==> src/rtl/div_issue.sv <==
// Issue/release controller between the EX stage and a multi-cycle divider; owns operand capture, stall and HI/LO write.
// Optional macro DIV_ISSUE_ZERO_BYPASS_EN: divide-by-zero skips the divider and writes {0,0} one cycle after issue.
module div_issue #(
  localparam int unsigned DATA_W = 32
) (
  input  logic                CLK,
  input  logic                RST,
  input  logic                EX_DIV_REQ,
  input  logic                EX_DIV_SIGNED,
  input  logic [DATA_W-1:0]   EX_OP1,
  input  logic [DATA_W-1:0]   EX_OP2,
  input  logic                FLUSH,
  output logic                DIV_START,
  output logic                DIV_CANCEL,
  output logic                DIV_SIGNED,
  output logic [DATA_W-1:0]   DIV_DIVIDEND,
  output logic [DATA_W-1:0]   DIV_DIVISOR,
  input  logic                DIV_READY,
  input  logic [2*DATA_W-1:0] DIV_RESULT,
  output logic                STALL_REQ,
  output logic                HILO_WE,
  output logic [DATA_W-1:0]   HI_DATA,
  output logic [DATA_W-1:0]   LO_DATA
);

  typedef enum logic [1:0] {
    ST_IDLE    = 2'd0,
    ST_BUSY    = 2'd1,
    ST_RELEASE = 2'd2
`ifdef DIV_ISSUE_ZERO_BYPASS_EN
    ,
    ST_ZERO    = 2'd3
`endif
  } state_t;

  typedef struct packed {
    logic              sgn;
    logic [DATA_W-1:0] dividend;
    logic [DATA_W-1:0] divisor;
  } operands_t;

  state_t    state_q, state_d;
  operands_t op_q, op_d;
  logic      take_result;

  // State and operand registers; reset abandons any divide in flight.
  always_ff @(posedge CLK) begin
    if (!RST) begin
      state_q <= ST_IDLE;
      op_q    <= '0;
    end else begin
      state_q <= state_d;
      op_q    <= op_d;
    end
  end

  // Next state and all control outputs.
  always_comb begin
    state_d     = state_q;
    op_d        = op_q;
    DIV_START   = 1'b0;
    DIV_CANCEL  = 1'b0;
    HILO_WE     = 1'b0;
    STALL_REQ   = 1'b0;
    take_result = 1'b0;
    unique case (state_q)
      ST_IDLE: begin
        if (EX_DIV_REQ && !FLUSH) begin
          STALL_REQ = 1'b1;
          op_d      = '{sgn: EX_DIV_SIGNED, dividend: EX_OP1, divisor: EX_OP2};
`ifdef DIV_ISSUE_ZERO_BYPASS_EN
          state_d   = (EX_OP2 == '0) ? ST_ZERO : ST_BUSY;
`else
          state_d   = ST_BUSY;
`endif
        end
      end
      ST_BUSY: begin
        STALL_REQ = !DIV_READY;
        if (FLUSH) begin
          // Flush beats a same-cycle READY: the result is dropped.
          DIV_CANCEL = 1'b1;
          state_d    = ST_RELEASE;
        end else begin
          DIV_START = 1'b1;
          if (DIV_READY) begin
            HILO_WE     = 1'b1;
            take_result = 1'b1;
            state_d     = ST_RELEASE;
          end
        end
      end
      ST_RELEASE: begin
        // START low for one cycle lets the divider drop out of DONE.
        STALL_REQ = EX_DIV_REQ;
        state_d   = ST_IDLE;
      end
`ifdef DIV_ISSUE_ZERO_BYPASS_EN
      ST_ZERO: begin
        HILO_WE = 1'b1;
        state_d = ST_IDLE;
      end
`endif
      default: state_d = ST_IDLE;
    endcase
  end

  assign DIV_SIGNED   = op_q.sgn;
  assign DIV_DIVIDEND = op_q.dividend;
  assign DIV_DIVISOR  = op_q.divisor;

  // HI/LO carry data only on a divider write; zero otherwise (including bypass).
  assign HI_DATA = take_result ? DIV_RESULT[2*DATA_W-1:DATA_W] : '0;
  assign LO_DATA = take_result ? DIV_RESULT[DATA_W-1:0]        : '0;

endmodule

==> config.mk <==
export PLATFORM = sky130hd
export DESIGN_NAME = div_issue
export DESIGN_NICKNAME = d
export VERILOG_FILES = /design/src/rtl/div_issue.sv
export SDC_FILE = /design/constraint.sdc
export NUM_CORES = 1
export LEC_CHECK = 0
export ABC_CLOCK_PERIOD_IN_PS = 1700
export BUFFER_PORTS_ARGS = -buffer_cell sky130_fd_sc_hd__buf_2
export CAP_MARGIN = 20
export CELL_PAD_IN_SITES_DETAIL_PLACEMENT = 0
export CELL_PAD_IN_SITES_GLOBAL_PLACEMENT = 1
export CORE_MARGIN = 2
export CORE_UTILIZATION = 25
export CTS_CLUSTER_SIZE = 16
export DETAILED_ROUTE_END_ITERATION = 8
export MAX_ROUTING_LAYER = met4
export PLACE_DENSITY = 0.87
export SETUP_SLACK_MARGIN = 0.05
export SLEW_MARGIN = 10
export SYNTH_ARGS = -nofsm -noshare
export SYNTH_HDL_FRONTEND = slang
export SYNTH_SLANG_ARGS = --single-unit
==> constraint.sdc <==
create_clock -name CLK -period 1.7 [get_ports CLK]
set_input_delay 0.34 -clock CLK [delete_from_list [all_inputs] [get_ports CLK]]
set_output_delay 0.34 -clock CLK [all_outputs]
set_load 0.02 [all_outputs]
==> results.py <==
metrics = {
    "worst_hold_path": {
        "whs_endpoint": "DIV_DIVIDEND[19]$_SDFFE_PN0P_",
        "hp-class": "input pin to register",
        "min_path_cells": 3,
        "hp-start": "EX_OP1[19]",
    },
    "power": {
        "cellLeakagePower_nw": 2.84,
        "power_frac_seq_pct": 38.0,
        "p_int_mw": 3.32,
        "p_comb_share_pct": 17.0,
        "power_density_nw_per_um2": 789,
        "power.switching_mw": 1.13,
        "clkPwrFrac_pct": 45.0,
        "swShare_pct": 25.4,
        "ir_worst_vdd_uv": 582,
    },
    "die": {
        "fp.dieH_um": 116,
        "fp.dieW_um": 116,
        "rows": 40,
        "core_area_um2": 12200,
        "die_area_um2": 13500,
        "start_util_pct": 25.8,
        "io_pins": 267,
    },
    "timing": {
        "slew_headroom_pct": 66.4,
        "setup_tns_ns": -8.21,
        "hold_violations": 0,
        "fmax_mhz": 528,
        "final.min_clock_period_ns": 1.89,
        "finClkSkew_ns": 0.00368,
        "rsz0062_at_grt": "true",
        "worstMarginPinSlew_ns": 0.503,
        "finalMaxSlewViolations": 0,
        "fin_ws_ns": -0.192,
        "setup_viol": 65,
        "final.period_utilization_pct": 111,
    },
    "cells_and_area": {
        "multi_input_area_um2": 1760,
        "nets": 767,
        "synthToLayoutAreaGrowth_pct": 79.5,
        "drive_above_1_share_pct": 53.9,
        "num-fill-cells": 1180,
        "fin_util_pct": 46.4,
        "seqCellArea_um2": 1340,
    },
    "synthesis": {
        "yosysWarningCount": 0,
        "yosysTopAreaCellShare_pct": 42.7,
        "syn_area_um2": 3140,
        "synth_area_leaders": "dfxtp_1 43%, mux2i_1 21%, nand2_1 16%",
        "synth_area_per_cell_um2": 8.54,
        "synthCells": 368,
        "seq_area_frac_synth_pct": 42.7,
        "yosysTopAreaCell": "dfxtp_1",
        "yosys_most_used_dff": "dfxtp_1",
        "async_reset_ff_share_pct": 0,
        "synth_edf_count": 0,
        "synth_cell_types": 19,
        "synth_nets": 502,
        "ys_ff_latch": 67,
    },
    "global_route": {
        "grt_usage_pct": 19.8,
        "grt_pass1_vias": 3494,
        "antenna_found_initial": 5,
        "use_met2_pct": 33.5,
        "grt_max_degree": 133,
        "grt_pass1_wl_um": 19100,
        "grt.busiest_layer": "met2",
        "grt_overflow_total": 0,
        "met1_usage_pct": 20.2,
        "grtUsageMet3_pct": 7.68,
    },
    "critical_path": {
        "cp.required_ns": 1.36,
        "cp_slowest_cell": "and4bb_4",
        "rr_endpoint": "DIV_DIVIDEND[17]$_SDFFE_PN0P_",
        "crit_arrival_ns": 1.55,
        "reg2reg_depth": 5,
        "crit_chain": "and4bb_4 > buf_12 > clkbuf_16 > and2_4 > buf_6",
        "critPathLaunchType": "register",
        "crit_path_max_fanout": 8,
        "worst-path-buf-inv": 3,
        "crit_type": "register to primary output",
        "reg2reg_slack_ns": 0.17,
        "slowest_delay_ns": 0.34,
        "cp_top_family": "simple AND/OR/NAND/NOR gates",
        "rr_startpoint": "state_q[1]$_SDFFE_PN0P_",
        "end_kind": "primary output",
    },
    "placement": {
        "io_buffers": 266,
        "hpwl_um": 10500,
        "gp_congestion": 0.774,
    },
    "detailed_routing": {
        "num_vias": 3529,
        "wirelength_um": 14000,
        "first_iter_violations": 221,
        "drc": 0,
        "ant_nets": 0,
        "firstDrtPassIters": 4,
        "detail_route.vias_per_cell": 4.35,
        "wire_per_inst_um": 17.3,
    },
    "cts": {
        "cts_made_buffers": 9,
        "cts-root-buf": "clkbuf_16",
        "clock_path_buffers": 2,
        "htreeDepth": 3,
        "clk_latency_ns": 0.33,
        "tritoncts": "built",
        "clk_pin_slew_ns": 0.05,
        "numClockSinks": 67,
        "hold_buffers": 0,
    },
    "outcome": {
        "status": "finished with violations",
        "violations": "setup timing",
    },
    "flow_run": {
        "cap_violations": 0,
    },
}
-- layer usage --
layer  part of all wire [%]  up-vias  routed length (um)
met4                    3.7        0                 523
met3                    9.2       34                1290
met2                     49      184                6900
met5                      0        -                   0
li1                       -     1706                   -
met1                     38     1605                5310
-- cell usage in the layout (no fill, tap or decap), drive strengths merged --
| cell type | Yosys | final |
|---|---|---|
| buf | 20 | 282 |
| nand2 | 130 | 130 |
| dfxtp | 67 | 67 |
| mux2i | 65 | 65 |
| and2 | 64 | 64 |
| clkbuf | 9 | 13 |
| diode | 0 | 6 |
| nor2 | 3 | 3 |
| inv | 2 | 2 |
| bufinv | 0 | 2 |
| nor4b | 2 | 2 |
| clkinv | 0 | 2 |
| and4bb | 1 | 1 |
| nor2b | 1 | 1 |
| nand2b | 1 | 1 |
| o32ai | 1 | 1 |
| o21a | 1 | 1 |
| o21ai | 1 | 1 |
-- state kept, by name, summed over array words and instances, names as in the netlist --
| signal | cells |
|---|---|
| DIV_SIGNED | 1 |
| DIV_DIVIDEND | 32 |
| DIV_DIVISOR | 32 |
| state_q | 2 |
-- worst reg2reg max path, delay by kind of cell (launching register included) --
| family | cells | cell delay, ns |
|---|---|---|
| flops | 1 | 0.32 |
| mux | 1 | 0.25 |
| simple gates | 1 | 0.31 |
| buf+inv | 3 | 0.58 |
-- cell usage after synthesis, drive strengths merged, types with 2 or more instances --
| cell | number |
|---|---|
| and2 | 64 |
| buf | 20 |
| clkbuf | 9 |
| dfxtp | 67 |
| inv | 2 |
| mux2i | 65 |
| nand2 | 130 |
| nor2 | 3 |
| nor4b | 2 |
-- power groups by stage --
stage	logic [mW]	clock network (mW)	registers, mW
2_1_floorplan	0.271	0	1.83
3_3_place_gp	0.678	0	1.72
3_5_place_dp	0.691	0	1.72
4_1_cts	0.741	2.07	1.69
5_1_grt	0.809	2.14	1.70
6_report	0.755	2.01	1.69
-- cells by family (layout without fill, tap and decap cells) --
logic type / after synthesis / count (layout) / synth area share (%)
compound gates: 3 / 3 / 0.677
buf+inv: 31 / 301 / 5.49
simple gates: 202 / 202 / 30.5
mux: 65 / 65 / 20.7
other cells: 0 / 6 / 0
flops: 67 / 67 / 42.7
-- stage by stage --
step | power (mW) | hold slack, ns | cell area [um2] | instances | worst slack [ns]
after floorplan | 2.10 | 0.482 | 3140 | 368 | 0.124
after global placement | 2.40 | 0.439 | 4640 | 784 | -0.0438
after detailed placement | 2.42 | 0.443 | 4640 | 784 | -0.0440
after CTS | 4.50 | 0.237 | 5520 | 804 | -0.178
after global routing | 4.65 | 0.241 | 5640 | 811 | -0.222
final | 4.45 | 0.254 | 5640 | 812 | -0.192
-- repair_timing --
item	4_1_cts	5_1_grt
gates resized for setup	153	25
setup endpoints to repair	66	67
pin swaps	0	22
buffers inserted	1	2
gates cloned	3	1
-- worst max path at each step --
stage / from / to / depth (start not counted)
floorplan: state_q[0]$_SDFFE_PN0P_ / LO_DATA[22] / 3
global placement: FLUSH / HI_DATA[11] / 5
detailed placement: FLUSH / LO_DATA[31] / 5
CTS: state_q[1]$_SDFFE_PN0P_ / LO_DATA[20] / 5
global route: state_q[1]$_SDFFE_PN0P_ / LO_DATA[0] / 5
finish: state_q[1]$_SDFFE_PN0P_ / LO_DATA[0] / 5
-- layout make-up --
type,count,share of cell area (%)
repair buffers,283,35.1
multi-input cells,270,31.3
flip-flops and latches,67,23.8
clock buffers,12,4.37
well taps,168,3.73
clock inverters,4,1.31
diodes,6,0.266
inverters,2,0.133
(Power assumes the default switching activity.)
